==> config.mk <==
export PLATFORM = sky130hd
export DESIGN_NAME = rtc_time_ctrl
export DESIGN_NICKNAME = d
export VERILOG_FILES = /design/src/rtl/rtc_time_ctrl.sv
export SDC_FILE = /design/constraint.sdc
export NUM_CORES = 1
export LEC_CHECK = 0
export ABC_AREA = 1
export BUFFER_PORTS_ARGS = -buffer_cell sky130_fd_sc_hd__buf_2
export CORE_UTILIZATION = 25
export CTS_BUF_LIST = sky130_fd_sc_hd__clkbuf_4
export CTS_CLUSTER_DIAMETER = 80
export DETAILED_ROUTE_END_ITERATION = 10
export GPL_TIMING_DRIVEN = 1
export PLACE_DENSITY = 0.47
export SETUP_SLACK_MARGIN = 0.1
export SKIP_LAST_GASP = 1
export SLEW_MARGIN = 30
export SYNTH_ARGS = -nofsm -noshare
export SYNTH_HDL_FRONTEND = slang
export SYNTH_SLANG_ARGS = --single-unit
==> constraint.sdc <==
create_clock -name CLK -period 2.7 [get_ports CLK]
set_clock_uncertainty 0.2 [all_clocks]
set_input_delay 0.135 -clock CLK [delete_from_list [all_inputs] [get_ports CLK]]
set_output_delay 0.135 -clock CLK [all_outputs]
set_load 0.02 [all_outputs]
==> src/rtl/rtc_time_ctrl.sv <==
// DS1302 time sequencer: runs optional power-up init writes, polls 3..7 time
// registers in bursts, services set-time requests between bursts, and guards
// every engine transaction with a timeout that raises a sticky error flag.
module rtc_time_ctrl #(
  parameter int          NUM_REGS    = 3,
  parameter int          INIT_EN     = 1,
  parameter logic [7:0]  INIT_HOUR   = 8'h12,
  parameter logic [7:0]  INIT_MIN    = 8'h22,
  parameter logic [7:0]  INIT_SEC    = 8'h22,
  parameter logic [23:0] POLL_DIV    = 24'd500000,
  parameter logic [15:0] TIMEOUT_CYC = 16'd4000
) (
  input  logic       CLK,
  input  logic       RSTn,
  input  logic       Set_Req,
  input  logic [7:0] Set_Hour,
  input  logic [7:0] Set_Min,
  input  logic [7:0] Set_Sec,
  output logic       Set_Busy,
  output logic       Cmd_Start,
  output logic [7:0] Cmd_Byte,
  output logic [7:0] Cmd_Wdata,
  input  logic       Cmd_Done,
  input  logic [7:0] Cmd_Rdata,
  output logic [7:0] Time_second,
  output logic [7:0] Time_munite,
  output logic [7:0] Time_hour,
  output logic [7:0] Time_date,
  output logic [7:0] Time_month,
  output logic [7:0] Time_day,
  output logic [7:0] Time_year,
  output logic       Time_Valid,
  output logic       Err
);

  typedef enum logic [3:0] {
    S_INIT_WP, S_INIT_H, S_INIT_M, S_INIT_S,
    S_READ, S_WAIT,
    S_SET_WP, S_SET_H, S_SET_M, S_SET_S
  } state_t;

  localparam state_t     RST_STATE = (INIT_EN != 0) ? S_INIT_WP : S_READ;
  localparam logic [2:0] LAST_IDX  = 3'(NUM_REGS - 1);
  localparam logic [7:0] WP_CMD    = 8'h8E;

  // Write command for register r; read command sets bit0.
  function automatic logic [7:0] wr_cmd(input logic [2:0] r);
    return 8'h80 + {4'b0000, r, 1'b0};
  endfunction

  function automatic logic [7:0] rd_cmd(input logic [2:0] r);
    return wr_cmd(r) | 8'h01;
  endfunction

  // Clear the clock-halt bit of a seconds value.
  function automatic logic [7:0] clr_ch(input logic [7:0] v);
    return {1'b0, v[6:0]};
  endfunction

  state_t      state, state_n;
  logic [2:0]  idx, idx_n;
  logic        cmd_start_n;
  logic [7:0]  cmd_byte_n, cmd_wdata_n;
  logic [23:0] wait_cnt, wait_n;
  logic        set_busy_n;
  logic        set_pend, set_pend_n;
  logic        err_n;
  logic        time_valid_n;
  logic        accept;
  logic [15:0] tmo_cnt;
  logic        tmo_hit;
  logic        step_done;
  logic [7:0]  issue_byte, issue_wdata;
  logic [7:0]  set_h, set_m, set_s;

  assign tmo_hit   = Cmd_Start && (tmo_cnt == (TIMEOUT_CYC - 16'd1));
  assign step_done = Cmd_Start && (Cmd_Done || tmo_hit);

  // Command byte and write data belonging to the current sequence step.
  always_comb begin
    issue_byte  = 8'h00;
    issue_wdata = 8'h00;
    case (state)
      S_INIT_WP, S_SET_WP: begin issue_byte = WP_CMD;       issue_wdata = 8'h00;            end
      S_INIT_H:            begin issue_byte = wr_cmd(3'd2); issue_wdata = INIT_HOUR;        end
      S_INIT_M:            begin issue_byte = wr_cmd(3'd1); issue_wdata = INIT_MIN;         end
      S_INIT_S:            begin issue_byte = wr_cmd(3'd0); issue_wdata = clr_ch(INIT_SEC); end
      S_SET_H:             begin issue_byte = wr_cmd(3'd2); issue_wdata = set_h;            end
      S_SET_M:             begin issue_byte = wr_cmd(3'd1); issue_wdata = set_m;            end
      S_SET_S:             begin issue_byte = wr_cmd(3'd0); issue_wdata = set_s;            end
      S_READ:              begin issue_byte = rd_cmd(idx);  issue_wdata = 8'h00;            end
      default: ;
    endcase
  end

  // Next-state logic: issue a transaction when idle in a command state,
  // advance on completion or timeout, and arbitrate set requests in WAIT.
  always_comb begin
    state_n      = state;
    idx_n        = idx;
    cmd_start_n  = Cmd_Start;
    cmd_byte_n   = Cmd_Byte;
    cmd_wdata_n  = Cmd_Wdata;
    wait_n       = wait_cnt;
    set_busy_n   = Set_Busy;
    set_pend_n   = set_pend;
    time_valid_n = 1'b0;
    accept       = 1'b0;
    err_n        = Err | (tmo_hit & ~Cmd_Done);

    if (state == S_WAIT) begin
      if (set_pend || Set_Req) begin
        accept     = 1'b1;
        state_n    = S_SET_WP;
        set_busy_n = 1'b1;
      end else if (wait_cnt == POLL_DIV) begin
        state_n = S_READ;
        idx_n   = 3'd0;
      end else begin
        wait_n = wait_cnt + 24'd1;
      end
    end else if (!Cmd_Start) begin
      cmd_start_n = 1'b1;
      cmd_byte_n  = issue_byte;
      cmd_wdata_n = issue_wdata;
    end else if (step_done) begin
      cmd_start_n = 1'b0;
      case (state)
        S_INIT_WP: state_n = S_INIT_H;
        S_INIT_H:  state_n = S_INIT_M;
        S_INIT_M:  state_n = S_INIT_S;
        S_INIT_S:  begin state_n = S_READ; idx_n = 3'd0; end
        S_SET_WP:  state_n = S_SET_H;
        S_SET_H:   state_n = S_SET_M;
        S_SET_M:   state_n = S_SET_S;
        S_SET_S:   begin state_n = S_READ; idx_n = 3'd0; set_busy_n = 1'b0; end
        S_READ: begin
          if (idx == LAST_IDX) begin
            state_n      = S_WAIT;
            idx_n        = 3'd0;
            wait_n       = 24'd0;
            time_valid_n = 1'b1;
          end else begin
            idx_n = idx + 3'd1;
          end
        end
        default: ;
      endcase
    end

    if (accept)       set_pend_n = 1'b0;
    else if (Set_Req) set_pend_n = 1'b1;
  end

  // Sequencer state and registered command interface.
  always_ff @(posedge CLK or negedge RSTn) begin
    if (!RSTn) begin
      state      <= RST_STATE;
      idx        <= 3'd0;
      Cmd_Start  <= 1'b0;
      Cmd_Byte   <= 8'h00;
      Cmd_Wdata  <= 8'h00;
      wait_cnt   <= 24'd0;
      Set_Busy   <= 1'b0;
      set_pend   <= 1'b0;
      Err        <= 1'b0;
      Time_Valid <= 1'b0;
    end else begin
      state      <= state_n;
      idx        <= idx_n;
      Cmd_Start  <= cmd_start_n;
      Cmd_Byte   <= cmd_byte_n;
      Cmd_Wdata  <= cmd_wdata_n;
      wait_cnt   <= wait_n;
      Set_Busy   <= set_busy_n;
      set_pend   <= set_pend_n;
      Err        <= err_n;
      Time_Valid <= time_valid_n;
    end
  end

  // Transaction timeout counter; runs only while a request is outstanding.
  always_ff @(posedge CLK or negedge RSTn) begin
    if (!RSTn)                       tmo_cnt <= 16'd0;
    else if (Cmd_Start && !step_done) tmo_cnt <= tmo_cnt + 16'd1;
    else                             tmo_cnt <= 16'd0;
  end

  // Set-time values captured at acceptance, not at request time.
  always_ff @(posedge CLK) begin
    if (accept) begin
      set_h <= Set_Hour;
      set_m <= Set_Min;
      set_s <= clr_ch(Set_Sec);
    end
  end

  // Latch read data into the time register addressed by the current read.
  always_ff @(posedge CLK or negedge RSTn) begin
    if (!RSTn) begin
      Time_second <= 8'h00;
      Time_munite <= 8'h00;
      Time_hour   <= 8'h00;
      Time_date   <= 8'h00;
      Time_month  <= 8'h00;
      Time_day    <= 8'h00;
      Time_year   <= 8'h00;
    end else if (state == S_READ && Cmd_Start && Cmd_Done) begin
      case (idx)
        3'd0: Time_second <= clr_ch(Cmd_Rdata);
        3'd1: Time_munite <= Cmd_Rdata;
        3'd2: Time_hour   <= Cmd_Rdata;
        3'd3: Time_date   <= Cmd_Rdata;
        3'd4: Time_month  <= Cmd_Rdata;
        3'd5: Time_day    <= Cmd_Rdata;
        3'd6: Time_year   <= Cmd_Rdata;
        default: ;
      endcase
    end
  end

endmodule

Word level (Yosys, flattened, before mapping)

Index checks and enable logic that the tools add are counted.

$add $sub $neg: 4
Equal/unequal tests: 23
Mux-type cells: 40
Bitwise operators: 5
Reductions and logical operators: 35

Operators with widths:

| kind                  | count |
|---|---|
| $mux 24               | 7 |
| $pmux 8 s5            | 2 |
| $pmux 4 s8            | 1 |
| $add 24x1->24 const B | 1 |
| $eq 24x19->1 const B  | 1 |
| $mux 4                | 6 |
| $mux 3                | 6 |
| $add 16x1->16 const B | 1 |
| $eq 16x12->1 const B  | 1 |
| $eq 4x3->1 const B    | 4 |
| $mux 1                | 16 |
| $mux 16               | 1 |
| $reduce_and 2->1      | 8 |
| $reduce_bool 2->1     | 6 |
| $reduce_and 5->1      | 2 |
| $reduce_or 2->1       | 5 |
| $eq 3x3->1 const B    | 3 |
| $reduce_bool 9->1     | 1 |
| $add 8x4->8 const A   | 1 |
| $eq 4x2->1 const B    | 2 |
| $eq 4x4->1 const B    | 2 |
| $eq 3x2->1 const B    | 2 |
| $pmux 3 s2            | 1 |
| $reduce_and 6->1      | 1 |
| 17 further kinds      | 26 |

Register bits: 146
Input bits: 36
Output and inout bits: 76
Logic and storage cells: 128

Depth between registers and ports, before layout

Word-level depth: 7
Depth in mapped cells: 13
Depth with buffers taken out: 12

Worst setup path before layout

No wires, ideal clock.

Path kind: register -> register
Start: reg state[3]
End: reg Set_Busy
Setup time: 0.120 ns
Arrival: 1.834 ns
Data required time: 2.380 ns
Slack: 0.546 ns
Cell stages (with the launch flop): 9
Path buffers: 0
Clock period less this slack: 2.154 ns
Cells stage by stage: dfrtp_1 -> inv_1 -> nand2_2 -> nor2_1 -> nand2_1 -> inv_1 -> o21ai_0 -> nand2_1 -> nand2_1

Cells in the longest elaborated chain, start to end: 3
Elaborated cells on any way between the ends: 8
Those cells by class: eq/ne (3); mux (1); reduce/logical (4)

Ends and longest elaborated chain:

| element                                                          | line     | text |
|---|---|---|
| from (decl)                                                      | 60       | `state_t state, state_n;` |
| from (signal assigned)                                           | 169      | `state <= state_n;` |
| $eq 4x3->1 / $eq 4x4->1 (equally long branches)                  | 111, 128 |  |
| $ne 2x1->1 (no line) / $reduce_bool 2->1 (equally long branches) | -        |  |
| $reduce_and 4->1 (no line)                                       | -        |  |
| to (signal assigned)                                             | 175      | `Set_Busy <= set_busy_n;` |
| to (decl)                                                        | 19       | `output logic Set_Busy,` |

Several ways; a longest one is shown, not always the timed one.
A chain may end at the register's enable or synchronous reset.

Worst setup path after layout

Start: reg state[3]
End: reg wait_cnt[3]

Cells in the longest elaborated chain, start to end: 3
Elaborated cells on any way between the ends: 10
Those cells by class: eq/ne (4); mux (1); reduce/logical (5)

Ends and longest elaborated chain:

| element                                                          | line     | text |
|---|---|---|
| $eq 4x3->1, on equally long branches                             | 111, 128 |  |
| $ne 2x2->1 (no line) / $reduce_bool 2->1 (equally long branches) | -        |  |
| $reduce_and 6->1 (no line)                                       | -        |  |
| to (signal assigned)                                             | 174      | `wait_cnt <= wait_n;` |
| to (decl)                                                        | 64       | `logic [23:0] wait_cnt, wait_n;` |

Several ways; a longest one is shown, not always the timed one.

==> results.sh <==
export IMPL_cts_tree="done"
export IMPL_dieArea_um2=27400
export IMPL_ioPinCount=112
export IMPL_largest_register_ffs=24
export IMPL_largest_register="wait_cnt"
export IMPL_dr_pass1_iters=8
export IMPL_die_w_um=166
export IMPL_route_detailed_drc=5
export IMPL_slowest_delay_ps=480
export IMPL_antenna_found_initial=1
export IMPL_cts_inserted_buffers=17
export IMPL_crit_family="simple AND/OR/NAND/NOR gates"
export IMPL_rows=59
export IMPL_dp_slack_ps=341
export IMPL_areaGrowthSynthToFinish_pct=23.9
export IMPL_synth_edf_count=23
export IMPL_drtIter0Drc=317
export IMPL_fin_tns_setup_ps=0
export IMPL_cp_slowest_cell="dfrtp_1"
export IMPL_clockBufferDepth=2
export IMPL_yosysUniqueCellTypes=36
export IMPL_p_leak_nw=3.95
export IMPL_fmax_mhz=418
export IMPL_io_buffers=106
export IMPL_hold_class="in2reg"
export IMPL_cp_start_kind="register"
export IMPL_cpMostUsedCell="nand2_1"
export IMPL_worstPathRequired_ps=2930
export IMPL_grt_overflow=0
export IMPL_netlist_area_um2=6700
export IMPL_final_cell_mix="nand2_1, dfrtp_1, nor2_1"
export IMPL_hold_viol_final=0
export IMPL_rsz0062_at_grt="true"
export IMPL_ys_warn_count=0
export IMPL_die_h_um=166
export IMPL_cp_cell_sequence="inv_1 -> nand2_2 -> nor2_1 -> nand2_1 -> o21ai_0 -> inv_1 -> nand3_1 -> nor2_2 -> buf_4 -> nand2_1 -> nand2_1"
export IMPL_status="complete, but fails checks"
export IMPL_endpoint_kind="register"
export IMPL_clock_latency_ps=540
export IMPL_first_global_vias=5558
export IMPL_clk_pin_slew_ps=140
export IMPL_worst_pin_slew_ps=681
export IMPL_critPathKind="reg2reg"
export IMPL_powerDensity_nw_per_um2=453
export IMPL_ant_nets=0
export IMPL_floorplan_initialDensity_pct=25.6
export IMPL_synth_seq_area_share_pct=55.2
export IMPL_synthArstFlopShare_pct=83.9
export IMPL_cp_num_buf_inv=3
export IMPL_dpl_cell_count=1261
export IMPL_finalSetupViolCount=0
export IMPL_crit_fanout=23
export IMPL_core_um2=26100
export IMPL_layout_nets=1020
export IMPL_place_gp_congestion=0.849
export IMPL_synth_main_ff_cell="dfrtp_1"
export IMPL_ir_worst_vdd_uv=207
export IMPL_wire_per_inst_um=13.4
export IMPL_slew_violations=0
export IMPL_period_needed_ps=2390
export IMPL_cts_num_sinks=143
export IMPL_relSlewSlack_pct=54.3
export IMPL_route_vias_total=5732
export IMPL_final_util_pct=31.7
export IMPL_track_usage_pct=13.5
export IMPL_fin_cells=1329
export IMPL_htree_levels=4
export IMPL_root_buffer="clkbuf_4"
export IMPL_totalWireLength_um=17700
export IMPL_failed_checks="design-rule violations"
export IMPL_cap_violations=0
export IMPL_synth_cells=826
export IMPL_grt_max_degree=64
export IMPL_drive_above_1_share_pct=16.3
export IMPL_final_common_cell="nand2_1"
export IMPL_cp_arrival_ps=2620
export IMPL_grt_pass1_wl_um=29500
export IMPL_power_mw=3.76
export IMPL_synth_avg_cell_area_um2=8.11
export IMPL_worst_slack_ps=310
export IMPL_final_period_utilization_pct=88.5
export IMPL_vias_per_cell=4.31
export IMPL_reg_top3="wait_cnt: 24 flops, tmo_cnt: 16 flops"
export IMPL_ys_ff_latch=143
export IMPL_dp_final_hpwl_um=12300
final timing paths:
path | from | to | slack [ps] | depth (start not counted)
min in group asynchronous | RSTn | wait_cnt[21]$_DFFE_PN0P_ | 580 | 4
max in group asynchronous | RSTn | Time_munite[7]$_DFFE_PN0P_ | 1390 | 4
worst min-delay path | Set_Min[2] | set_m[2]$_DFFE_PP_ | 80 | 2
worst max register to register | state[3]$_DFFE_PN0P_ | wait_cnt[3]$_DFFE_PN0P_ | 310 | 11
worst min register to register | tmo_cnt[0]$_DFF_PN0_ | tmo_cnt[0]$_DFF_PN0_ | 280 | 1
worst max-delay path | state[3]$_DFFE_PN0P_ | wait_cnt[3]$_DFFE_PN0P_ | 310 | 11
cells by family after synthesis:
logic type | count (synthesis) | share of synthesized area [%]
adder cells (fa/ha/maj) | 4 | 0.747
buffers and inverters | 84 | 5.23
other | 1 | 0.0560
XOR/XNOR | 17 | 2.22
flip-flops | 143 | 55.2
AND/OR/NAND/NOR | 490 | 29.7
AO/OA/AOI/OAI | 87 | 6.91
cell usage after synthesis (2+ instances only):
cell      count  share of area [%]
ha_1          4               0.75
xnor2_1       7               0.92
edfxtp_1     23                 10
or2_2         4               0.37
nand3_1      38                2.8
o21bai_1      6               0.67
o21ai_0      70                5.2
a21oi_1       7               0.52
dfrtp_1     120                 45
clkbuf_1      6               0.34
inv_1        61                3.4
nand4_1       5               0.47
xor2_1       10                1.3
buf_2         9               0.67
nor3b_1       3               0.34
nand3_2       2               0.30
nand2_1     305                 17
nor4_1        3               0.28
nor2_1      115                6.4
buf_4         4               0.45
nor3_1        9               0.67
timing repair:
item	4_1_cts	5_1_grt
resized for setup	0	1
buffers inserted	0	0
endpoints found under the setup margin	0	5
hold buffers	35	0
hold endpoints to repair	203	0
routing by layer:
layer  global-route usage, %  up-vias  wire length [um]
li1                        -     2924                 -
met1                    18.2     2677              8680
met2                    21.4      125              7910
met3                    3.85        6              1040
met4                    2.93        0               116
met5                       0        -                 0
where the power goes:
group	internal [mW]	switching [mW]
sequential	2.19	0.00252
clock	0.489	0.907
combinational	0.0660	0.103
total	2.75	1.01
worst register-to-register path, cell delays in order (launching register included):
cell and delay (ps):
dfrtp_1 480, inv_1 190, nand2_2 130, nor2_1 340
nand2_1 260, o21ai_0 130, inv_1 70, nand3_1 90
nor2_2 40, buf_4 220, nand2_1 90, nand2_1 60
layout make-up:
class	count	area, um^2
fill	2891	17800
sequential	143	3690
multi-input combinational	602	2670
timing repair buffer	154	1010
tap	335	419
inverter	62	233
clock inverter	15	149
clock buffer	17	128
antenna	1	2.50
metrics by stage:
| step | area [um^2] | hold WS, ps |
|---|---|---|
| finish | 8300 | 84.4 |
| floorplan | 6710 | -361 |
| global placement | 7660 | -28.2 |
| CTS | 8290 | 34.4 |
| global route | 8300 | 28.3 |
| detailed placement | 7660 | -27.9 |
No activity file was read; power rests on OpenSTA's default activity.
